File: config.mk
export PLATFORM = sky130hd
export DESIGN_NAME = wb_stage_flat
export DESIGN_NICKNAME = d
export VERILOG_FILES = /design/src/rtl/wb_stage_pkg.sv /design/src/rtl/wb_stage_if.sv /design/src/rtl/load_align.sv /design/src/rtl/wb_stage.sv /design/src/flat_wrapper.sv
export SDC_FILE = /design/constraint.sdc
export NUM_CORES = 1
export LEC_CHECK = 0
export ABC_AREA = 1
export BUFFER_PORTS_ARGS = -buffer_cell sky130_fd_sc_hd__buf_2
export CAP_MARGIN = 20
export CORE_MARGIN = 2
export CORE_UTILIZATION = 50
export DETAILED_ROUTE_END_ITERATION = 8
export HOLD_SLACK_MARGIN = 0.15
export PLACE_DENSITY_LB_ADDON = 0.08
export SETUP_SLACK_MARGIN = 0.4
export SYNTH_ARGS = -nofsm -noshare
export SYNTH_HDL_FRONTEND = slang
export SYNTH_HIERARCHICAL = 1
export SYNTH_SLANG_ARGS = --single-unit
File: constraint.sdc
create_clock -name clk -period 2.5 [get_ports clk]
set_input_delay 0.25 -clock clk [delete_from_list [all_inputs] [get_ports clk]]
set_output_delay 0.25 -clock clk [all_outputs]
set_load 0.05 [all_outputs]
File: src/rtl/wb_stage_pkg.sv
// Shared constants and types for the writeback stage: ID control-bit indices,
// load funct3 encodings and the FSM state type.
package wb_stage_pkg;

  localparam int unsigned MEMTOREG = 1;
  localparam int unsigned REGWRITE = 0;
  localparam int unsigned MEMREAD  = 1;
  localparam int unsigned MEMWRITE = 0;

  localparam logic [2:0] F3_LB  = 3'b000;
  localparam logic [2:0] F3_LH  = 3'b001;
  localparam logic [2:0] F3_LW  = 3'b010;
  localparam logic [2:0] F3_LD  = 3'b011;
  localparam logic [2:0] F3_LBU = 3'b100;
  localparam logic [2:0] F3_LHU = 3'b101;
  localparam logic [2:0] F3_LWU = 3'b110;

  typedef enum logic [1:0] {
    StIdle,
    StWaitMem,
    StCommit
  } wb_state_e;

endpackage

File: src/rtl/wb_stage_if.sv
// MEM-to-WB retire handshake plus the data-memory load response.
interface wb_stage_if #(
  parameter int unsigned XLEN    = 64,
  parameter int unsigned RADDR_W = 5
);
  logic               in_valid;
  logic               in_ready;
  logic               in_flush;
  logic [1:0]         in_ctrl_wb;
  logic [1:0]         in_ctrl_m;
  logic [2:0]         in_funct3;
  logic [RADDR_W-1:0] in_rd;
  logic [XLEN-1:0]    in_alu_result;
  logic               mem_rsp_valid;
  logic [XLEN-1:0]    mem_rsp_data;

  modport master (
    output in_valid, in_flush, in_ctrl_wb, in_ctrl_m, in_funct3, in_rd, in_alu_result,
    output mem_rsp_valid, mem_rsp_data,
    input  in_ready
  );

  modport slave (
    input  in_valid, in_flush, in_ctrl_wb, in_ctrl_m, in_funct3, in_rd, in_alu_result,
    input  mem_rsp_valid, mem_rsp_data,
    output in_ready
  );
endinterface

File: src/rtl/load_align.sv
// Combinational load extraction: picks the byte/half/word/double at the given
// offset of an aligned doubleword and sign- or zero-extends it.
module load_align
  import wb_stage_pkg::*;
#(
  parameter int unsigned XLEN = 64
) (
  input  logic [XLEN-1:0] data,
  input  logic [2:0]      offset,
  input  logic [2:0]      funct3,
  output logic [XLEN-1:0] result
);

  logic [7:0]  b;
  logic [15:0] h;
  logic [31:0] w;

  // Misaligned offsets drop their low bits for the wider sizes.
  assign b = 8'(data >> {offset, 3'b000});
  assign h = 16'(data >> {offset[2:1], 4'b0000});
  assign w = 32'(data >> {offset[2], 5'b00000});

  always_comb begin
    result = data;
    unique case (funct3)
      F3_LB:   result = {{(XLEN-8){b[7]}}, b};
      F3_LH:   result = {{(XLEN-16){h[15]}}, h};
      F3_LW:   result = {{(XLEN-32){w[31]}}, w};
      F3_LD:   result = data;
      F3_LBU:  result = {{(XLEN-8){1'b0}}, b};
      F3_LHU:  result = {{(XLEN-16){1'b0}}, h};
      F3_LWU:  result = {{(XLEN-32){1'b0}}, w};
      default: result = data;
    endcase
  end

endmodule

File: src/rtl/wb_stage.sv
// Writeback stage: retires instructions from MEM, waits for load data and
// commits one register-file write per instruction back into ID.
module wb_stage
  import wb_stage_pkg::*;
#(
  parameter int unsigned XLEN    = 64,
  parameter int unsigned RADDR_W = 5,
  parameter int unsigned CNT_W   = 32
) (
  input  logic               clk,
  input  logic               reset_n,
  wb_stage_if.slave          bus,
  output logic               op_write,
  output logic [RADDR_W-1:0] write_addr,
  output logic [XLEN-1:0]    write_data,
  output logic [CNT_W-1:0]   retired,
  output logic               rsp_err
);

  wb_state_e          state_q, state_d;
  logic [RADDR_W-1:0] rd_q, rd_d, wa_q, wa_d;
  logic [XLEN-1:0]    wd_q, wd_d;
  logic               we_q, we_d;
  logic [2:0]         f3_q, f3_d, off_q, off_d;
  logic [CNT_W-1:0]   ret_q, ret_d;
  logic               err_q, err_d;
  logic               accept, is_load, wr_en_in;
  logic [XLEN-1:0]    load_data;

  load_align #(.XLEN(XLEN)) u_align (
    .data   (bus.mem_rsp_data),
    .offset (off_q),
    .funct3 (f3_q),
    .result (load_data)
  );

  assign bus.in_ready = (state_q != StWaitMem);
  assign accept       = bus.in_valid & bus.in_ready & ~bus.in_flush;
  assign is_load      = bus.in_ctrl_m[MEMREAD] & bus.in_ctrl_wb[MEMTOREG];
  assign wr_en_in     = bus.in_ctrl_wb[REGWRITE] & (bus.in_rd != '0);

  always_comb begin
    state_d = state_q;
    rd_d    = rd_q;
    wa_d    = wa_q;
    wd_d    = wd_q;
    we_d    = we_q;
    f3_d    = f3_q;
    off_d   = off_q;
    ret_d   = ret_q + ((state_q == StCommit) ? CNT_W'(1) : CNT_W'(0));
    err_d   = err_q | (bus.mem_rsp_valid & (state_q != StWaitMem));
    unique case (state_q)
      StIdle, StCommit: begin
        state_d = StIdle;
        if (accept) begin
          we_d = wr_en_in;
          if (is_load) begin
            rd_d    = bus.in_rd;
            f3_d    = bus.in_funct3;
            off_d   = bus.in_alu_result[2:0];
            state_d = StWaitMem;
          end else begin
            // Output regs only move when a real write is committed.
            if (wr_en_in) begin
              wa_d = bus.in_rd;
              wd_d = bus.in_alu_result;
            end
            state_d = StCommit;
          end
        end
      end
      StWaitMem: begin
        if (bus.mem_rsp_valid) begin
          if (we_q) begin
            wa_d = rd_q;
            wd_d = load_data;
          end
          state_d = StCommit;
        end
      end
      default: state_d = StIdle;
    endcase
  end

  always_ff @(posedge clk or negedge reset_n) begin
    if (!reset_n) begin
      state_q <= StIdle;
      rd_q    <= '0;
      wa_q    <= '0;
      wd_q    <= '0;
      we_q    <= 1'b0;
      f3_q    <= '0;
      off_q   <= '0;
      ret_q   <= '0;
      err_q   <= 1'b0;
    end else begin
      state_q <= state_d;
      rd_q    <= rd_d;
      wa_q    <= wa_d;
      wd_q    <= wd_d;
      we_q    <= we_d;
      f3_q    <= f3_d;
      off_q   <= off_d;
      ret_q   <= ret_d;
      err_q   <= err_d;
    end
  end

  assign op_write   = (state_q == StCommit) & we_q;
  assign write_addr = wa_q;
  assign write_data = wd_q;
  assign retired    = ret_q;
  assign rsp_err    = err_q;

endmodule

File: src/flat_wrapper.sv
// flat-port wrapper written by rule: the top's interface ports become plain ports
module wb_stage_flat import wb_stage_pkg::*;
#(
  parameter int unsigned XLEN    = 64,
  parameter int unsigned RADDR_W = 5,
  parameter int unsigned CNT_W   = 32
)
  (clk, reset_n, op_write, write_addr, write_data, retired, rsp_err, bus_in_valid, bus_in_flush, bus_in_ctrl_wb, bus_in_ctrl_m, bus_in_funct3, bus_in_rd, bus_in_alu_result, bus_mem_rsp_valid, bus_mem_rsp_data, bus_in_ready);
  wb_stage_if #(.XLEN(XLEN), .RADDR_W(RADDR_W)) bus_i ();
  input  logic clk;
  input  logic reset_n;
  output logic op_write;
  output logic [RADDR_W-1:0] write_addr;
  output logic [XLEN-1:0] write_data;
  output logic [CNT_W-1:0] retired;
  output logic rsp_err;
  input wire logic [$bits(bus_i.in_valid)-1:0] bus_in_valid;
  input wire logic [$bits(bus_i.in_flush)-1:0] bus_in_flush;
  input wire logic [$bits(bus_i.in_ctrl_wb)-1:0] bus_in_ctrl_wb;
  input wire logic [$bits(bus_i.in_ctrl_m)-1:0] bus_in_ctrl_m;
  input wire logic [$bits(bus_i.in_funct3)-1:0] bus_in_funct3;
  input wire logic [$bits(bus_i.in_rd)-1:0] bus_in_rd;
  input wire logic [$bits(bus_i.in_alu_result)-1:0] bus_in_alu_result;
  input wire logic [$bits(bus_i.mem_rsp_valid)-1:0] bus_mem_rsp_valid;
  input wire logic [$bits(bus_i.mem_rsp_data)-1:0] bus_mem_rsp_data;
  output wire logic [$bits(bus_i.in_ready)-1:0] bus_in_ready;
  assign bus_i.in_valid = bus_in_valid;
  assign bus_i.in_flush = bus_in_flush;
  assign bus_i.in_ctrl_wb = bus_in_ctrl_wb;
  assign bus_i.in_ctrl_m = bus_in_ctrl_m;
  assign bus_i.in_funct3 = bus_in_funct3;
  assign bus_i.in_rd = bus_in_rd;
  assign bus_i.in_alu_result = bus_in_alu_result;
  assign bus_i.mem_rsp_valid = bus_mem_rsp_valid;
  assign bus_i.mem_rsp_data = bus_mem_rsp_data;
  assign bus_in_ready = bus_i.in_ready;
  wb_stage #(.XLEN(XLEN), .RADDR_W(RADDR_W), .CNT_W(CNT_W)) u_core (.clk(clk), .reset_n(reset_n), .bus(bus_i), .op_write(op_write), .write_addr(write_addr), .write_data(write_data), .retired(retired), .rsp_err(rsp_err));
endmodule
======== After elaboration in Yosys (flattened, before gate mapping) ========
Cells that the tools add are included.
storage, ports and cells
  register bits ........................... 116
  input bits .............................. 145
  output and inout port bits .............. 104
  word-level logic and storage cells ...... 60
operators by class
  $add $sub $neg .......................... 1
  equal/unequal tests ..................... 13
  shift operators ......................... 3
  muxes and demuxes ....................... 18
  bitwise logic cells ..................... 8
  reduce and logical (&&, ||, !) cells .... 8
operators by type and width
  operator                                                         count
  64-bit case mux with 6 select lines                              1
  64-bit two-way mux                                               5
  64-bit case mux with 2 select lines                              1
  64-bit by 6-bit >> shifter with 16-bit output                    1
  64-bit by 6-bit >> shifter with 32-bit output                    1
  64-bit by 6-bit >> shifter with 8-bit output                     1
  32-bit adder                                                     1
  5-bit two-way mux                                                5
  5-bit case mux with 2 select lines                               1
  3-bit == test, second input constant                             3
  2-bit by 1-bit != test with 1-bit output, second input constant  4
  1-bit AND                                                        6
  2-bit two-way mux                                                3
  6-bit AND reduction                                              1
  5-bit nonzero test                                               1
  2-bit != test, second input constant                             2
  2-bit case mux with 2 select lines                               1
  3-bit by 1-bit == test with 1-bit output, second input constant  1
  3-bit by 2-bit == test with 1-bit output, second input constant  1
  3-bit logical NOT                                                1
  3-bit AND reduction                                              1
  2-bit by 1-bit == test with 1-bit output, second input constant  1
  2-bit == test, second input constant                             1
  2-bit logical NOT                                                1
  other kinds (6)                                                  6

======== Depth between registers and ports, before layout ========
Gate-level depths: netlist of run 1.
  depth after elaboration ................. 6
  depth in mapped cells ................... 14
  depth with buffers taken out ............ 13

======== By module ========
The synthesis of run 1 kept the hierarchy.
by module, submodules not included
  module      times used  cells each  area an instance (um^2)  seq. area each (um^2)
  wb_stage    1           813         5848.1                   2902.8
  load_align  1           456         2373.5                   0.0

======== Worst setup path after synthesis of run 1 ========
OpenSTA, ideal clock, no wires.
  path kind ............................... reg-to-reg
  start point ............................. register u_core.ret_q[0] (netlist: u_core/retired[0])
  end point ............................... register u_core.ret_q[30] (netlist: u_core/retired[30])
  setup time .............................. 0.119 ns
  data arrival time ....................... 1.876 ns
  data required time ...................... 2.381 ns
  slack ................................... 0.505 ns
  cell stages (with the launch flop) ...... 10
  path buffers ............................ 0
  period minus slack after synthesis ...... 1.995 ns
  path through ............................ dfrtp_1 ha_1 ha_1 nand3_1 nor2_1 inv_1 nor2_1 nand2_1 nand2_1 nand2_1
on the way
  cells in the longest elaborated chain, start to end .. 1
RTL lines
  item                      line             RTL
  start: declaration        wb_stage.sv:25   logic [CNT_W-1:0] ret_q, ret_d;
  start signal: assignment  wb_stage.sv:104  ret_q <= ret_d;
  32-bit adder              wb_stage.sv:50   ret_d = ret_q + ((state_q == StCommit) ? CNT_W'(1) : CNT_W'(0));
  via u_core.ret_d[30]      wb_stage.sv:25
The timed path passes the listed nets, and every way through them passes these cells.
A chain may end at the register's enable or synchronous reset.

======== Worst setup path in the final report of run 1 ========
  start point ............................. register u_core.off_q[1]
  end point ............................... register u_core.wd_q[18] (netlist: u_core/write_data[18])
on the way
  cells in the longest elaborated chain, start to end .. 5
  elaborated cells between the ends (all ways) .. 6
  those cells by class .................... shift (2); mux (4)
RTL lines
  item                                                                                                           line                                RTL
  start: declaration                                                                                             wb_stage.sv:24                      logic [2:0] f3_q, f3_d, off_q, off_d;
  start signal: assignment                                                                                       wb_stage.sv:93                      off_q <= '0;
  start signal: assignment                                                                                       wb_stage.sv:103                     off_q <= off_d;
  64-bit by 6-bit >> shifter with 16-bit output or 64-bit by 6-bit >> shifter with 8-bit output (tied branches)  load_align.sv:20, load_align.sv:19
  64-bit case mux with 6 select lines *                                                                          load_align.sv:25                    unique case (funct3)
  via u_core.load_data[18]                                                                                       wb_stage.sv:28                      logic [XLEN-1:0] load_data;
  64-bit two-way mux *                                                                                           wb_stage.sv:74                      if (we_q) begin
  64-bit two-way mux *                                                                                           wb_stage.sv:73                      if (bus.mem_rsp_valid) begin
  64-bit case mux with 2 select lines *                                                                          wb_stage.sv:52                      unique case (state_q)
  end signal: assignment                                                                                         wb_stage.sv:100                     wd_q <= wd_d;
  end: declaration                                                                                               wb_stage.sv:22                      logic [XLEN-1:0] wd_q, wd_d;
The timed path passes the listed nets; every way through them passes the cells marked *. The select of a mux whose other input is x is not followed.

==> summary.md, run 1 <==
| Metric | Value |
|---|---|
| Outcome | finished, final reports clean |
| Wirelength per Cell | 16.5 um |
| Layout area overhead | 28.7% |
| Seq pwr share | 0.278 |
| Total wire length | 28.9 mm |
| Worst-skew pair later-pin latency | 430 ps |
| Commonest non-fill, non-tap cell in the layout | nand2_1 |
| FF+latch count, synth | 116 |
| Final setup viols | 0 |
| Critical path's largest stage delay | 430 ps |
| Mapped Nets | 1417 |
| Synth cell types | 33 |
| Slowest cell on crit path | dfrtp_2 |
| Switching share of power | 0.468 |
| DRT antenna net count | 0 |
| Combinational Power Share | 0.456 |
| Psw | 0.00435 W |
| Final setup TNS | 0 ps |
| Die height | 132 um |
| Hold Violations, Final | 0 |
| Worst-path clk slew | 60 ps |
| # DRC | 0 |
| Clk sinks | 116 |
| Worst endpoint data arrival time | 2310 ps |
| First-pass GRT wire length | 45.0 mm |
| RSZ-0062 raised after global routing | true |
| Sequential Area | 2910 um2 |
| Final Util | 0.661 |
| Final net count | 1666 |
| Overflow after GRT | 0 |
| Pin count of the biggest net entering global routing | 70 |
| Sequential-to-total area share from yosys stat | 0.353 |
| Share of layout cells above drive strength 1 | 0.242 |
| Max FO, Critical Path | 14 |
| Via/cell ratio | 5.30 |
| H-Tree Depth | 4 |
| Core ar. | 16000 um2 |
| PortBufs | 247 |
| VDD IR-drop max | 0.617 mV |
| Pleak | 5.81 nW |
| Die width | 132 um |
| DR iter-0 viols | 866 |
| Fin crit period | 2000 ps |
| Post-DP HPWL | 20.9 mm |
| Mapped cell area | 8220 um2 |
| MaxCap Viol Count | 0 |
| Clock buffer count from CTS | 17 |
| WS Path Type | register to register |
| Part of the power in the clock network | 0.266 |
| Multi-input gate area | 4700 um2 |
| Critical-path cell list | inv_2 -> nand2_1 -> nand3_1 -> nand3_1 -> nand2_1 -> nand2_4 -> buf_4 -> nand4_2 -> nand2_1 -> nand2_1 -> nand3_1 -> nand2_1 |
| PD cells | 878 nW/um2 |
| Metal-1 WL | 12.6 mm |
| WL met2 | 13.2 mm |
| Starting Density | 0.514 |
| Worst-Margin Slew | 594 ps |
| Non-filler instance count after layout | 1751 |
| Placed cells | 1683 |
| Yosys warning total | 6 |
| Clock root buffer | clkbuf_16 |
| Most frequent cells in the layout | nand2_1, buf_2, nor2_1 |
| Most used cell, CP | nand2_1 |
| Max_slew headroom | 0.604 |
| Synth Instances | 1269 |
| Slew Limit Fails | 0 |
| Initial DRT Pass Iterations | 7 |
| Topmost layer with routed signal wires | met4 |
| Final Total Pwr | 0.00929 W |
| Final GP Congestion | 0.970 |
| Internal power | 0.00494 W |
| HP Class | primary input to register |
| Setup crit end kind | register |
| Fin crit share | 0.801 |
| # IOs | 249 |
| F_max | 499 MHz |
| CP Data Required Time | 2810 ps |
| Vias in the first global route | 8390 |
| Die area | 17500 um2 |
| DR WL met3 | 2.27 mm |
| CP Launch Type | register |
| Total track usage | 0.324 |
| Filler cells | 1513 |
| CTS tree | built |
| Rows | 46 |
| Longest Clk Path Bufs | 2 |
| Antenna violations before repair | 4 |
| Vias post-DR | 9276 |
| Syn_area_per_cell | 6.48 um2 |
| Setup Skew | 10.9 ps |
[metrics by stage]
stage	hold slack, ps	setup slack, ps	instance area [um2]
floorplan	-45.6	505	8220
global placement	296	373	9600
detailed placement	290	330	9600
CTS	150	380	10500
global route	168	396	10600
finish	168	497	10600
[path summary, 6_finish.rpt]
check                                 startpoint                     to  slack, ps  cells past startpoint
min                        bus_in_alu_result[33]  u_core/write_data[33]        170                      5
min reg2reg                       u_core/rsp_err         u_core/rsp_err        460                      1
min in group asynchronous                reset_n  u_core/write_data[43]        370                      2
max in group asynchronous                reset_n  u_core/write_data[30]       1450                      3
max                              u_core/off_q[1]  u_core/write_data[18]        500                     12
max reg2reg                      u_core/off_q[1]  u_core/write_data[18]        500                     12
[registers in the layout (all words and copies together) (netlist names)]
signal / count
u_core/f3_q: 3
u_core/off_q: 3
u_core/rd_q: 5
u_core/retired: 32
u_core/rsp_err: 1
u_core/state_q: 2
u_core/we_q: 1
u_core/write_addr: 5
u_core/write_data: 64
[power by group through the flow]
stage               Combinational, W  Clock (W)  Sequential (W)
detailed placement           0.00412          0         0.00260
global route                 0.00453    0.00260         0.00264
global placement             0.00409          0         0.00259
CTS                          0.00418    0.00251         0.00258
finish                       0.00423    0.00247         0.00258
floorplan                    0.00172          0         0.00388
[metal layers]
metal | vias to the layer above | GRT usage
li1 | 4552 | -
met1 | 4226 | 0.442
met2 | 438 | 0.492
met3 | 60 | 0.0788
met4 | 0 | 0.142
met5 | - | 0
[layout make-up]
cell class / instances / share of cell area
antenna: 4 / 0.000946
clock buffer: 17 / 0.0402
clock inverter: 15 / 0.0161
inverter: 59 / 0.0209
multi-input combinational: 1018 / 0.444
sequential: 116 / 0.275
tap: 216 / 0.0255
timing repair buffer: 306 / 0.178
[kinds of logic after synthesis]
group	synth area share
adders and majority gates	0.00457
buffers and inverters	0.0787
muxes	0.00122
AOI/OAI and AO/OA	0.0569
and+or+nand+nor	0.490
DFF	0.353
xor gates and xnor gates	0.0160
[synth_stat cells (all sizes together)]
| cell type | count | area share |
|---|---|---|
| nand2 | 602 | 0.28 |
| nor2 | 126 | 0.058 |
| dfrtp | 116 | 0.35 |
| nand3 | 109 | 0.067 |
| inv | 57 | 0.026 |
| buf | 52 | 0.041 |
| nand4 | 51 | 0.069 |
| o21ai | 51 | 0.031 |
| a21oi | 30 | 0.020 |
| clkbuf | 24 | 0.011 |
| nand3b | 13 | 0.012 |
| xor2 | 10 | 0.011 |
| nor3 | 6 | 0.0037 |
| o211ai | 5 | 0.0046 |
| xnor2 | 5 | 0.0053 |
| and2 | 3 | 0.0023 |
| ha | 3 | 0.0046 |
| clkinv | 2 | 0.00091 |
| a21o | 1 | 0.00091 |
| a31oi | 1 | 0.00076 |
| mux2i | 1 | 0.0012 |
| or2 | 1 | 0.00076 |
[worst max-delay path, delay by kind of cell (launching register included)]
kind / cells / cell delay [ps]
AND/OR/NAND/NOR: 10 / 1100
flip-flops: 1 / 430
buffers and inverters: 2 / 350
[what timing repair did]
item / in CTS / in global routing
hold buffers: 31 / 0
endpoints found under the hold margin: 73 / 0
setup endpoints to repair: 11 / 56
buffers inserted: 0 / 0
gates cloned: 0 / 1
resized for setup: 4 / 13
Note: power is estimated with default switching activity, not from simulation.
==> run 2: changes to the inputs <==
==> constraint.sdc (replaced) <==
create_clock -name clk -period 2 [get_ports clk]
set_input_delay 0.2 -clock clk [delete_from_list [all_inputs] [get_ports clk]]
set_output_delay 0.2 -clock clk [all_outputs]
set_load 0.05 [all_outputs]
==> run 2 against run 1 <==
  * Non-clock buffer count increased by 101
  * Count of clock-buffer cells in the layout increased by 3
  * Core utilization increased by 11 points
  * Highest routed layer is now met5
  * Sequential share of layout area decreased by 3.8 points
  * Critical path depth unchanged
  * Power increased by 36%
  * Global-route usage increased by 2.7 points
  * Combinational power increased by 52%
  * Cell count increased by 5.7%
  * Via count increased by 10%
==> summary.md, run 2 (same netlist as run 1, synthesis figures left out) <==
| Metric | Value |
|---|---|
| Clock buffer count from CTS | 17 (unchanged) |
| Worst-Margin Slew | 500 ps (-94.5 ps) |
| H-Tree Depth | 4 (unchanged) |
| Overflow after GRT | 0 (unchanged) |
| Share of layout cells above drive strength 1 | 0.303 (+0.0604) |
| Non-filler instance count after layout | 1850 (+5.7%) |
| Pleak | 6.51 nW (+12%) |
| Die area | 17500 um2 (unchanged) |
| Grt met2 use | 0.573 (+0.0819) |
| Worst-path clk slew | 60 ps (about the same) |
| Starting Density | 0.514 (unchanged) |
| RSZ-0062 raised after global routing | true |
| Antenna violations before repair | 3 (-1) |
| Pin count of the biggest net entering global routing | 70 (unchanged) |
| Total track usage | 0.352 (+0.0274) |
| CP Launch Type | register |
| Final setup viols | 0 (unchanged) |
| PortBufs | 247 (unchanged) |
| Longest Clk Path Bufs | 2 (unchanged) |
| Hold Violations, Final | 0 (unchanged) |
| DP Worst Slack | 81.6 ps (-248 ps) |
| Slew Limit Fails | 0 (unchanged) |
| Final net count | 1767 (+6.1%) |
| Max_slew headroom | 0.667 (+0.0630) |
| R2R setup slack | 100 ps (-400 ps) |
| Met3 Use GR | 0.0727 (-0.00615) |
| Clock root buffer | clkbuf_16 |
| Die width | 132 um (unchanged) |
| CP Data Required Time | 2310 ps (-500 ps) |
| VDD IR-drop max | 0.766 mV (+24%) |
| Commonest non-fill, non-tap cell in the layout | nand2_1 |
| Vias post-DR | 10247 (+10%) |
| Core ar. | 16000 um2 (unchanged) |
| Post-DP HPWL | 21.0 mm (+0.31%) |
| Met1 Use GR | 0.459 (+0.0172) |
| PD cells | 1020 nW/um2 (+17%) |
| MaxCap Viol Count | 0 (unchanged) |
| DRT antenna net count | 0 (unchanged) |
| DR iter-0 viols | 880 (+1.6%) |
| # IOs | 249 (unchanged) |
| GRT busiest layer | met2 |
| HP Class | primary input to register |
| Final GP Congestion | 0.919 (-5.2%) |
| CTS tree | built |
| Setup Skew | 10.3 ps (-0.565 ps) |
| Total wire length | 33.7 mm (+16%) |
| Clk sinks | 116 (unchanged) |
| WS Path Type | register to register |
| Wirelength per Cell | 18.2 um (+10%) |
| Post-route design area | 12300 um2 (+16%) |
| Worst endpoint data arrival time | 2210 ps (-100 ps) |
| Largest register FFs | 64 (unchanged) |
| # DRC | 0 (unchanged) |
| Initial DRT Pass Iterations | 6 (-1) |
| Setup crit end kind | register |
| Outcome | finished, final reports clean |
| Post-DP Area | 9820 um2 (+2.3%) |
| Fin crit share | 0.949 (+0.148) |
| Layout area overhead | 49.7% |
| Die height | 132 um (unchanged) |
| Most frequent cells in the layout | nand2_1, buf_2, nor2_1 |
| Placed cells | 1694 (+0.65%) |
| F_max | 527 MHz (+5.5%) |
| Max FO, Critical Path | 10 (-4) |
| Final setup TNS | 0 ps (unchanged) |
| Via/cell ratio | 5.54 (+4.6%) |
| First-pass GRT wire length | 48.8 mm (+8.5%) |
| Rows | 46 (unchanged) |
| Fin worst setup slack | 101 ps (-396 ps) |
| Vias in the first global route | 9152 (+9.1%) |
| Min Hold Slack | 147 ps (-20.7 ps) |
| Worst-skew pair later-pin latency | 420 ps (about the same) |
| Fin crit period | 1900 ps (-104 ps) |
-- run 2: cell count changes in the layout (fill, tap and decap cells not counted), sizes merged --
cell / delta
buf: +56
bufbuf: +1
bufinv: -1
clkbuf: +9
clkinv: +1
clkinvlp: +1
diode: -2
dlygate4sd3: +38
inv: -4
-- run 2: layout make-up --
cell class              instances  area (um2)
inverters                      59         238
flip-flops and latches        116        2910
multi-input cells            1018        5100
diodes                          2        5.00
well taps                     216         270
repair buffers                407        3240
clock inverters                12         108
clock buffers                  20         437
fillers                      1247        3690
-- run 2: power by group --
part | internal (W) | total [W] | leakage [nW] | switching [W]
sequential | 0.00288 | 0.00327 | 1.47 | 0.000393
combinational | 0.00216 | 0.00644 | 4.77 | 0.00428
clock | 0.00171 | 0.00290 | 0.261 | 0.00119
total | 0.00674 | 0.0126 | 6.51 | 0.00587
-- run 2: metrics by stage --
step	utilization	power [W]
2_1_floorplan	-	0.00703
3_5_place_dp	0.614	0.00850
4_1_cts	0.729	0.0120
6_report	0.769	0.0126
5_1_grt	0.769	0.0131
3_3_place_gp	0.614	0.00844
-- run 2: final timing paths --
| check | to | depth (start not counted) | from |
|---|---|---|---|
| setup / recovery | u_core/write_data[14] | 12 | u_core/off_q[1] |
| hold reg to reg | u_core/rsp_err | 1 | u_core/rsp_err |
| max in group asynchronous | u_core/write_data[7] | 3 | reset_n |
| hold / removal | u_core/write_data[31] | 5 | bus_in_alu_result[31] |
| min in group asynchronous | u_core/write_data[38] | 2 | reset_n |
| setup reg to reg | u_core/write_data[14] | 12 | u_core/off_q[1] |
-- run 2: repair_timing --
| action | CTS | global route |
|---|---|---|
| endpoints found under the setup margin | 91 | 90 |
| endpoints found under the hold margin | 139 | 0 |
| buffers inserted | 12 | 24 |
| hold buffers | 69 | 0 |
| gates cloned | 8 | 9 |
| resized for setup | 72 | 68 |
| pin swaps | 45 | 32 |
-- run 2: layer usage --
layer	part of all wire	wire [um]	up-vias
met5	0.00039	13	-
met3	0.095	3190	94
li1	-	-	4768
met4	0.036	1230	2
met2	0.47	15800	596
met1	0.40	13400	4787
-- run 2: critical path, stage by stage, from the launching register on --
cell and delay, ps:
dfrtp_2 480, clkinv_4 120, nand2_2 90, nand3_2 80
nand3_2 100, nand2_4 80, nand2_8 110, buf_12 170
nand4_1 210, nand2_1 130, nand2_1 60, nand3_1 90
nand2_1 60
==> run 3: changes to the inputs <==
--- a/config.mk
+++ b/config.mk
@@ -9,7 +9,7 @@
 export BUFFER_PORTS_ARGS = -buffer_cell sky130_fd_sc_hd__buf_2
 export CAP_MARGIN = 20
 export CORE_MARGIN = 2
-export CORE_UTILIZATION = 50
+export CORE_UTILIZATION = 53
 export DETAILED_ROUTE_END_ITERATION = 8
 export HOLD_SLACK_MARGIN = 0.15
 export PLACE_DENSITY_LB_ADDON = 0.08
==> run 3 against run 2 <==
  * Clock skew is 3.2 ps higher
  * Sequential power hardly changed
  * Core utilization is 4.0 points higher
  * Power is 3.4% higher
  * Wire length is 3.8% higher
  * Sequential cell count stayed put
  * Count of clock-buffer cells in the layout is 1 lower
  * Setup slack worse by 48 ps
  * Die area is 5.5% lower
  * Clock power is 11% higher
  * Combinational power is 1% higher
  * Via count is 3.1% higher
  * Critical endpoint is now u_core/write_data[63]
  * Largest cell class unchanged
  * Largest power group unchanged
==> summary.md, run 3 (same netlist as run 1, synthesis figures left out) <==
| Metric | Value |
|---|---|
| # DRC | 0 (unchanged) |
| MaxCap Viol Count | 0 (unchanged) |
| Max FO, Critical Path | 6 (-4) |
| CP Data Required Time | 2350 ps (+40 ps) |
| Vias in the first global route | 9259 (+1.2%) |
| Share of layout cells above drive strength 1 | 0.311 (+0.00854) |
| GRT busiest layer | met2 |
| DR iter-0 viols | 1286 (+46%) |
| Worst endpoint data arrival time | 2290 ps (+80 ps) |
| PD cells | 1060 nW/um2 (+3.4%) |
| H-Tree Depth | 4 (unchanged) |
| Layout area overhead | 49.7% (about the same) |
| PortBufs | 247 (unchanged) |
| Fin crit period | 1950 ps (+48.1 ps) |
| DRT antenna net count | 0 (unchanged) |
| Antenna violations before repair | 3 (unchanged) |
| WS Path Type | register to register |
| Worst-Margin Slew | 453 ps (-46.2 ps) |
| CTS tree | built |
| Clock buffer count from CTS | 17 (unchanged) |
| Hold Violations, Final | 0 (unchanged) |
| Core ar. | 15200 um2 (-5.0%) |
| Largest register FFs | 64 (unchanged) |
| Post-DP Area | 9830 um2 (+0.13%) |
| HP Class | primary input to register |
| Post-DP HPWL | 20.7 mm (-1.4%) |
| RSZ-0062 raised after global routing | true |
| Commonest non-fill, non-tap cell in the layout | nand2_1 |
| Final setup viols | 0 (unchanged) |
| Worst-skew pair later-pin latency | 420 ps (about the same) |
| Met3 Use GR | 0.0640 (-0.00863) |
| DP Worst Slack | 31.0 ps (-50.6 ps) |
| Clk sinks | 116 (unchanged) |
| Final GP Congestion | 0.965 (+5.0%) |
| Vias post-DR | 10560 (+3.1%) |
| Die width | 129 um (-2.8%) |
| Outcome | finished, final reports clean |
| Slew Limit Fails | 0 (unchanged) |
| Wirelength per Cell | 19.2 um (+5.5%) |
| Post-route design area | 12300 um2 (about the same) |
| Rows | 45 (-2.2%) |
| First-pass GRT wire length | 48.2 mm (-1.3%) |
| Clock root buffer | clkbuf_16 |
| Initial DRT Pass Iterations | 6 (unchanged) |
| Final setup TNS | 0 ps (unchanged) |
| # IOs | 249 (unchanged) |
| Most frequent cells in the layout | nand2_1, buf_2, dfrtp_1 |
| Met1 Use GR | 0.490 (+0.0309) |
| Pleak | 6.52 nW (+0.18%) |
| Setup crit end kind | register |
| Total track usage | 0.372 (+0.0203) |
| Final net count | 1764 (-0.17%) |
| Starting Density | 0.541 (+0.0270) |
| Max_slew headroom | 0.695 (+0.0285) |
| Die height | 129 um (-2.8%) |
| Grt met2 use | 0.600 (+0.0266) |
| Overflow after GRT | 0 (unchanged) |
| Pin count of the biggest net entering global routing | 70 (unchanged) |
| Via/cell ratio | 5.80 (+4.8%) |
| Die area | 16500 um2 (-5.5%) |
| VDD IR-drop max | 0.899 mV (+17%) |
| Longest Clk Path Bufs | 2 (unchanged) |
| Setup Skew | 13.5 ps (+3.23 ps) |
| Fin worst setup slack | 53.1 ps (-48.1 ps) |
| Total wire length | 35.0 mm (+3.8%) |
| Final Util | 0.810 (+0.0403) |
| F_max | 514 MHz (-2.5%) |
| Fin crit share | 0.973 (+0.0241) |
| Worst-path clk slew | 60 ps (about the same) |
| CP Launch Type | register |
## run 3: cell types whose count changed in the layout (fill, tap and decap cells not counted), sizes merged
cell / before / now
dlygate4sd3: 69 / 65
clkbuf: 27 / 29
bufinv: 1 / 4
clkinvlp: 3 / 4
buf: 330 / 328
inv: 59 / 57
bufbuf: 1 / 0
clkinv: 8 / 7
clkdlybuf4s18: 0 / 1
diode: 2 / 3
## run 3: through the flow
| step | hold WS [ps] | total power [W] | std cells |
|---|---|---|---|
| final | 144 | 0.0130 | 1820 |
| after global routing | 155 | 0.0135 | 1820 |
| after CTS | 150 | 0.0122 | 1778 |
| after detailed placement | 112 | 0.00858 | 1669 |
| after global placement | 109 | 0.00850 | 1669 |
| after floorplan | -95.6 | 0.00703 | 1269 |
## run 3: power by group
group	internal, W	switching (W)
sequential	0.00288	0.000415
clock	0.00208	0.00115
combinational	0.00216	0.00435
total	0.00712	0.00592
## run 3: layout make-up
class / count / area (um2)
Fill cell: 1005 / 2890
Sequential cell: 116 / 2910
Antenna cell: 3 / 7.51
Multi-Input combinational cell: 1018 / 5110
Tap cell: 188 / 235
Clock buffer: 19 / 433
Timing Repair Buffer: 404 / 3180
Clock inverter: 13 / 184
Inverter: 59 / 243
## run 3: worst max-delay path, cell delays in order (launching register included)
cell	delay, ps
dfrtp_2	470
nor3_1	430
nand2_4	170
buf_12	190
buf_6	130
nand4_1	70
nand2_1	100
nand2_1	100
nand3_1	110
nand2_1	100
## run 3: repair_timing
action,in CTS,in global routing
gates resized for setup,55,90
endpoints found under the setup margin,90,96
endpoints found under the hold margin,181,0
pin swaps,42,66
hold buffers,65,0
gates cloned,4,15
setup buffers,8,24
## run 3: per-layer routing
layer	vias up	routed length, um
met5	-	0
met4	0	1880
met3	156	3640
met2	742	16300
met1	4896	13100
li1	4766	-
## run 3: path summary, 6_finish.rpt
path,startpoint,end,depth (start not counted),slack (ps)
max,u_core/f3_q[1],u_core/write_data[63],9,50
min,bus_in_ctrl_wb[1],u_core/state_q[1],4,140
max reg2reg,u_core/f3_q[1],u_core/write_data[63],9,50
min reg2reg,u_core/write_data[41],u_core/write_data[41],2,460
max in group asynchronous,reset_n,u_core/f3_q[1],3,1120
min in group asynchronous,reset_n,u_core/write_data[47],2,210
